### src/rtl/arith_unit.sv
// Arithmetic-unit datapath: A, B (with overflow bit) and C magnitude registers driven by
// one-cycle micro-op pulses. Spec bit k (1 = MSB, W = LSB, 0 = overflow) lives at index W-k.
module arith_unit #(
   parameter int unsigned W = 30
) (
   input  logic         clk,
   input  logic         reset,
   input  logic         do_clear_a_from_ac,
   input  logic         do_clear_b_from_ac,
   input  logic         do_clear_c_from_ac,
   input  logic         do_not_a_from_ac,
   input  logic         do_not_b_from_ac,
   input  logic         do_sum_from_ac,
   input  logic         do_and_from_ac,
   input  logic         do_set_c_30_from_ac,
   input  logic         do_left_shift_b_from_ac,
   input  logic         do_left_shift_c_from_ac,
   input  logic         do_left_shift_c29_from_ac,
   input  logic         do_right_shift_bc_from_ac,
   input  logic         do_move_c_to_a_from_ac,
   input  logic         do_move_c_to_b_from_ac,
   input  logic         do_move_b_to_c_from_ac,
   input  logic         do_read_mem_from_mem,
   input  logic [W-1:0] mem_read_data_from_mem,
   input  logic         do_arr_c_from_pnl,
   input  logic [W-1:0] arr_reg_c_from_pnl,
   output logic         carry_out_to_ac,
   output logic         reg_c_1_to_ac,
   output logic         reg_c_30_to_ac,
   output logic         reg_b_0_to_ac,
   output logic [W-1:0] mem_write_data_to_mem,
   output logic [W-1:0] reg_c_to_io,
   output logic [W:0]   reg_a_to_pnl,
   output logic [W:0]   reg_b_to_pnl,
   output logic [W-1:0] reg_c_to_pnl
);

   logic [W:0]   a_q, a_d;
   logic [W:0]   b_q, b_d;
   logic [W-1:0] c_q, c_d;
   logic [W:0]   sum_s;
   logic         sum_cy;
   logic         fill_b, fill_c;

   always_comb begin
      {sum_cy, sum_s} = {1'b0, a_q} + {1'b0, b_q};
   end

   // C[1] feeds the B shift when c29 is set; C rotates only when B is not shifting with it.
   assign fill_b = do_left_shift_c29_from_ac & c_q[W-1];
   assign fill_c = do_left_shift_c29_from_ac & ~do_left_shift_b_from_ac & c_q[W-1];

   always_comb begin
      a_d = a_q;
      if (do_clear_a_from_ac) begin
         a_d = '0;
      end else if (do_move_c_to_a_from_ac) begin
         a_d = {1'b0, c_q};
      end else if (do_not_a_from_ac) begin
         a_d = ~a_q;
      end
   end

   always_comb begin
      b_d = b_q;
      if (do_clear_b_from_ac) begin
         b_d = '0;
      end else if (do_move_c_to_b_from_ac) begin
         b_d = {1'b0, c_q};
      end else if (do_sum_from_ac) begin
         b_d = sum_s + {{W{1'b0}}, sum_cy};
      end else if (do_left_shift_b_from_ac) begin
         b_d = {b_q[W-1:0], fill_b};
      end else if (do_right_shift_bc_from_ac) begin
         b_d = {1'b0, b_q[W:1]};
      end else if (do_not_b_from_ac) begin
         b_d = ~b_q;
      end
   end

   always_comb begin
      c_d = c_q;
      if (do_clear_c_from_ac) begin
         c_d = '0;
      end else if (do_move_b_to_c_from_ac) begin
         c_d = b_q[W-1:0];
      end else if (do_and_from_ac) begin
         c_d = a_q[W-1:0] & c_q;
      end else if (do_read_mem_from_mem) begin
         c_d = mem_read_data_from_mem;
      end else if (do_arr_c_from_pnl) begin
         c_d = arr_reg_c_from_pnl;
      end else if (do_left_shift_c_from_ac) begin
         c_d = {c_q[W-2:0], fill_c};
      end else if (do_right_shift_bc_from_ac) begin
         c_d = {b_q[0], c_q[W-1:1]};
      end
      // Quotient bit lands on top of whichever update was selected.
      if (do_set_c_30_from_ac) begin
         c_d[0] = 1'b1;
      end
   end

   always_ff @(posedge clk) begin
      if (reset) begin
         a_q <= '0;
         b_q <= '0;
         c_q <= '0;
      end else begin
         a_q <= a_d;
         b_q <= b_d;
         c_q <= c_d;
      end
   end

   assign carry_out_to_ac       = sum_cy;
   assign reg_c_1_to_ac         = c_q[W-1];
   assign reg_c_30_to_ac        = c_q[0];
   assign reg_b_0_to_ac         = b_q[W];
   assign mem_write_data_to_mem = c_q;
   assign reg_c_to_io           = c_q;
   assign reg_a_to_pnl          = a_q;
   assign reg_b_to_pnl          = b_q;
   assign reg_c_to_pnl          = c_q;

endmodule

### config.mk
export PLATFORM = sky130hd
export DESIGN_NAME = arith_unit
export DESIGN_NICKNAME = d
export VERILOG_FILES = /design/src/rtl/arith_unit.sv
export SDC_FILE = /design/constraint.sdc
export NUM_CORES = 1
export LEC_CHECK = 0
export CAP_MARGIN = 20
export CORE_ASPECT_RATIO = 0.6
export CORE_MARGIN = 2
export CORE_UTILIZATION = 46
export CTS_BUF_LIST = sky130_fd_sc_hd__clkbuf_16
export DETAILED_ROUTE_END_ITERATION = 16
export GPL_ROUTABILITY_DRIVEN = 0
export PLACE_DENSITY = 0.88
export SETUP_SLACK_MARGIN = 0.1
export SLEW_MARGIN = 40
export SYNTH_ARGS = -nofsm -noshare
export SYNTH_HDL_FRONTEND = slang
export SYNTH_SLANG_ARGS = --single-unit
### constraint.sdc
create_clock -name clk -period 4.28 [get_ports clk]
set_clock_uncertainty 0.05 [all_clocks]
set_input_delay 1.07 -clock clk [delete_from_list [all_inputs] [get_ports clk]]
set_output_delay 1.07 -clock clk [all_outputs]
set_load 0.05 [all_outputs]
Yosys cells after proc, flatten, opt, wreduce, memory -nomap -nowiden
Cells that the tools add are included.

operators by class
  $add $sub $neg = 2
  multipliers = 0
  div/mod/pow operators = 0
  $lt $le $gt $ge = 0
  equality and inequality tests = 0
  shifts and indexed selects = 0
  multiplexer cells = 15
  bitwise operators = 7
  reduce and logical (&&, ||, !) cells = 10

operators by type and width
  cell                     count
  two-way mux 30 bit       9
  two-way mux 31 bit       4
  NOT 31 bit               2
  adder 31 x 31 -> 32 bit  1
  adder 31 x 1 -> 31 bit   1
  AND 30 bit               1
  nonzero test 8 bit       1
  nonzero test 6 bit       1
  OR reduction 2 bit       3
  OR reduction 3 bit       2
  nonzero test 5 bit       1
  nonzero test 4 bit       1
  AND 1 bit                3
  two-way mux 1 bit        2
  nonzero test 2 bit       1
  NOT 1 bit                1

word-level totals
  bits in registers = 92
  bits in latches = 0
  RAM bits = 0
  bits in read-only memories = 0
  output and inout bits = 156
  word-level logic and storage cells = 40
  memories = 0

Depth between registers and ports, before layout
  word-level depth = 10
  gate-level depth with buffers = 22
  depth with buffers taken out = 21

Least setup slack after synthesis
OpenSTA, ideal clock, no wires.

  kind = reg2reg
  from = register b_q[18], in the netlist reg_b_to_pnl[18]
  to = register b_q[30], in the netlist reg_b_to_pnl[30]
  setup time = 0.062 ns
  arrival time = 5.525 ns
  required time = 4.168 ns
  path slack = -1.357 ns
  stages on the path, launching flop included = 23
  buffers on the path = 1
  clock period less this slack = 5.637 ns
  cell sequence = dfxtp_1 ha_1 clkbuf_1 o21ai_0 o211ai_1 a21oi_1 o22ai_1 a21oi_1 nor2b_1 o21ai_0 nand2b_1 a21oi_1 o21bai_1 ha_1 ha_1 nand2_1 nor4_1 or4b_4 nor4_4 and4_1 nand4_1 or4_1 nand3_1

between the ends
  cells in the longest elaborated chain, start to end = 3

RTL lines
  item                     RTL line  text
  start, declared          39        logic [W:0] b_q, b_d;
  start signal, assigned   107       b_q <= '0;
  start signal, assigned   111       b_q <= b_d;
  adder 31 x 31 -> 32 bit  46        {sum_cy, sum_s} = {1'b0, a_q} + {1'b0, b_q};
  via carry_out_to_ac      27        output logic carry_out_to_ac,
  adder 31 x 1 -> 31 bit   71        b_d = sum_s + {{W{1'b0}}, sum_cy};
  two-way mux 31 bit       70        end else if (do_sum_from_ac) begin

The timed path passes the listed nets, and every way through them passes these cells.
A chain may end at the register's enable or synchronous reset.

Final worst setup path
  from = register b_q[10], in the netlist reg_b_to_pnl[10]
  to = register b_q[30], in the netlist reg_b_to_pnl[30]

between the ends
  cells in the longest elaborated chain, start to end = 3

RTL lines
  item                     RTL line
  adder 31 x 31 -> 32 bit  46
  adder 31 x 1 -> 31 bit   71
  two-way mux 31 bit       70

No other way between the ends.

==> results.md <==
- Dpl cells: 1818
- DRT antenna net count: 0
- Cts bufs inserted: 9
- TNS Setup: -0.0259 ns
- Vias per Instance: 6.18
- Mean area per synthesized cell: 6.90 um2
- Clk root buf: clkbuf_16
- Tcrit/Tclk final: 1.01
- Initial Util: 0.467
- Slew @ Worst Pin: 0.838 ns
- First-pass GRT wire length: 56.2 mm
- Hold crit path type: flop to flop
- Die height: 114 um
- Fill count: 1720
- Nets: 1675
- Worst-path clk slew: 0.08 ns
- DR WL/cell: 19.7 um
- Worst Path Max Fanout: 5
- Critical path data arrival time: 4.56 ns
- IO buf count: 234
- # clock sinks: 92
- Multi-input logic area: 6880 um2
- CP max stage cell: or4b_4
- Register area: 1930 um2
- Largest net degree at the start of global routing: 62
- EDFF count, synth: 0
- Vias in the first global route: 10700
- Most used cell, CP: ha_4
- Synth Instances: 1347
- P_leak: 4.88 nW
- Synth area leader: dfxtp_1
- First-pass DRT Iterations: 6
- Setup repair after global routing missed its margin: true
- Share of cells above drive strength 1: 0.193
- Slew headroom: 0.441
- DRC errors left: 0
- DRT Wirelength: 36.3 mm
- Hold Vio Cnt, Final: 0
- Crit path cell chain: ha_4, nand4_1, o22ai_2, o31ai_2, nor2_2, a21oi_2, nor2b_1, o21ai_1, nand2b_1, a21oi_2, o21bai_4, ha_4, ha_4, nand2_4, nor4_4, or4b_4, nor4_4, and4_1, nand4_1, or4_1, nand3_1
- Clk_lat worst skew: 0.35 ns
- H-tree depth: 3
- Routed via count: 11400
- Syn Nets: 1460
- Top cell type's share of synthesized area: 0.198
- Pwr Total: 2.63 mW
- Slack of the critical path: -0.0259 ns
- Buffers and inverters on the worst path: 0
- Die W: 188 um
- Synth area leaders: dfxtp_1 20%, nor2_1 9.2%, a21oi_1 8.0%, buf_4 5.2%, mux2i_1 5.1%
- Core box area: 19900 um2
- Status: complete, but fails checks
- Startpoint types: flop
- Layout Cells excl Fill: 1841
- Mapped cell area: 9300 um2
- Yosys cell types: 83
- Failing checks: setup timing
- Nature of the critical path endpoint: flop
- Maxcap violations: 0
- Post-Place Worst Slack: -0.280 ns
- Post-DP HPWL: 27.1 mm
- Kind of critical path: flop to flop
- Slew Limit Fails: 0
- Max Fclk: 232 MHz
- Register area share after synthesis: 0.198
- Die area: 21400 um2
- VDD IR max: 0.189 mV
- Post-synth ARST share: 0
- DR iter-0 viols: 1239
- Num rows: 40
- Overflow after GRT: 0
- #FFs+latches synth: 92
- Critical Path RT: 4.53 ns
- Post-CTS Hold Buffers: 0
- Area Growth Syn to Fin: 38.2%
- Overall Global Routing Usage: 0.326
- Slowest stage delay, CP: 0.57 ns
- CP delay by family, top: simple AND/OR/NAND/NOR gates
- PwrDens: 205 nW/um2
- Period minus WS final: 4.31 ns
- Initial antenna violation count: 1
- Final setup viols: 1
- Yosys warning total: 0
- Main synth FF type: dfxtp_1
- CTS tree: done
- I/O Pins: 235
- Buffer depth of the longest clock path: 2
[cell type report]
type | instances | share of cell area
tap | 273 | 0.0266
multi-input combinational | 1066 | 0.535
antenna | 1 | 0.000195
clock inverter | 7 | 0.00448
sequential | 92 | 0.151
inverter | 26 | 0.00760
timing repair buffer | 367 | 0.258
clock buffer | 9 | 0.0175
[tightest hold or removal path: stages (launching register included)]
cell      delay (ns)
dfxtp_1         0.39
inv_1           0.11
a211oi_1        0.07
[cells by family after synthesis]
group,count (synthesis),synth area share
buffers and inverters,189,0.107
and+or+nand+nor,482,0.233
xor gates and xnor gates,63,0.0594
AOI/OAI and AO/OA,428,0.291
muxes,59,0.0652
DFF,92,0.198
adders and majority gates,34,0.0466
[cells in the final DEF (no fill, tap or decap), types with 8 or more instances in the layout]
cell               n
a21oi_1          144
ha_1              14
dfxtp_2           29
a221oi_1          15
inv_1             26
mux2i_1           47
nand3_1           17
a31oi_1           29
o211ai_1          31
o21a_1             9
nand4_1           12
dfxtp_1           48
buf_4            135
nor2_1           225
mux2_2            12
o21ai_0           87
clkdlybuf4s50_1  224
and2_1             8
nand2_1          122
dfxtp_4           15
or2_2              9
xor2_1            17
a211oi_1          25
nor3_1            19
ha_4              15
clkbuf_16          9
xnor2_1           43
[path summary, 6_finish.rpt]
check / start / endpoint / slack [ns] / depth (start not counted)
min: mem_write_data_to_mem[15] / reg_a_to_pnl[15] / 0.55 / 2
min reg2reg: mem_write_data_to_mem[15] / reg_a_to_pnl[15] / 0.55 / 2
max: reg_b_to_pnl[10] / reg_b_to_pnl[30] / -0.03 / 21
max reg2reg: reg_b_to_pnl[10] / reg_b_to_pnl[30] / -0.03 / 21
[through the flow]
step	hold slack [ns]	instance area, um2	util
2_1_floorplan	0.581	9530	-
3_3_place_gp	0.526	12200	0.614
3_5_place_dp	0.532	12200	0.614
4_1_cts	0.549	12600	0.634
5_1_grt	0.575	12800	0.645
6_report	0.547	12800	0.645
[repair_timing]
| item | CTS | global route |
|---|---|---|
| pin swaps | 13 | 19 |
| setup endpoints to repair | 25 | 23 |
| resized for setup | 13 | 30 |
| setup buffers | 3 | 3 |
[layer usage]
metal  part of all wire  wire (um)  vias to the layer above  GRT usage
li1                   -          -                     5197          -
met1               0.39      14100                     5289      0.409
met2               0.45      16400                      754      0.544
met3               0.11       4030                      130     0.0631
met4              0.046       1670                        2      0.154
met5            0.00036         13                        -          0
[report_power, final]
| group | switching [mW] | internal, mW | total (mW) |
|---|---|---|---|
| combinational | 0.552 | 0.362 | 0.914 |
| sequential | 0.0413 | 0.880 | 0.921 |
| clock | 0.392 | 0.404 | 0.796 |
[registers in the layout, summed over array words and instances (netlist names)]
signal and count:
mem_write_data_to_mem 30, reg_b_to_pnl 31, reg_a_to_pnl 31
[Yosys cell counts (6+ instances only)]
cell and count:
a211oi_1 28, mux2_2 12, a21oi_1 148, or2_2 9, nor4_1 10, dfxtp_1 92
nand2_1 125, a31oi_1 29, nor2_1 229, clkbuf_1 83, xor2_1 18, nand3_1 17
ha_1 33, a221oi_1 18, and2_1 8, o21a_1 9, buf_1 9, nor3_1 22
mux2i_1 47, o22ai_1 6, inv_1 26, o211ai_1 31, nand2b_1 6, buf_4 64
o21ai_0 88, o21ai_1 6, or3_1 6, xnor2_1 45, nand4_1 12
Note: power is estimated with default switching activity, not from simulation.
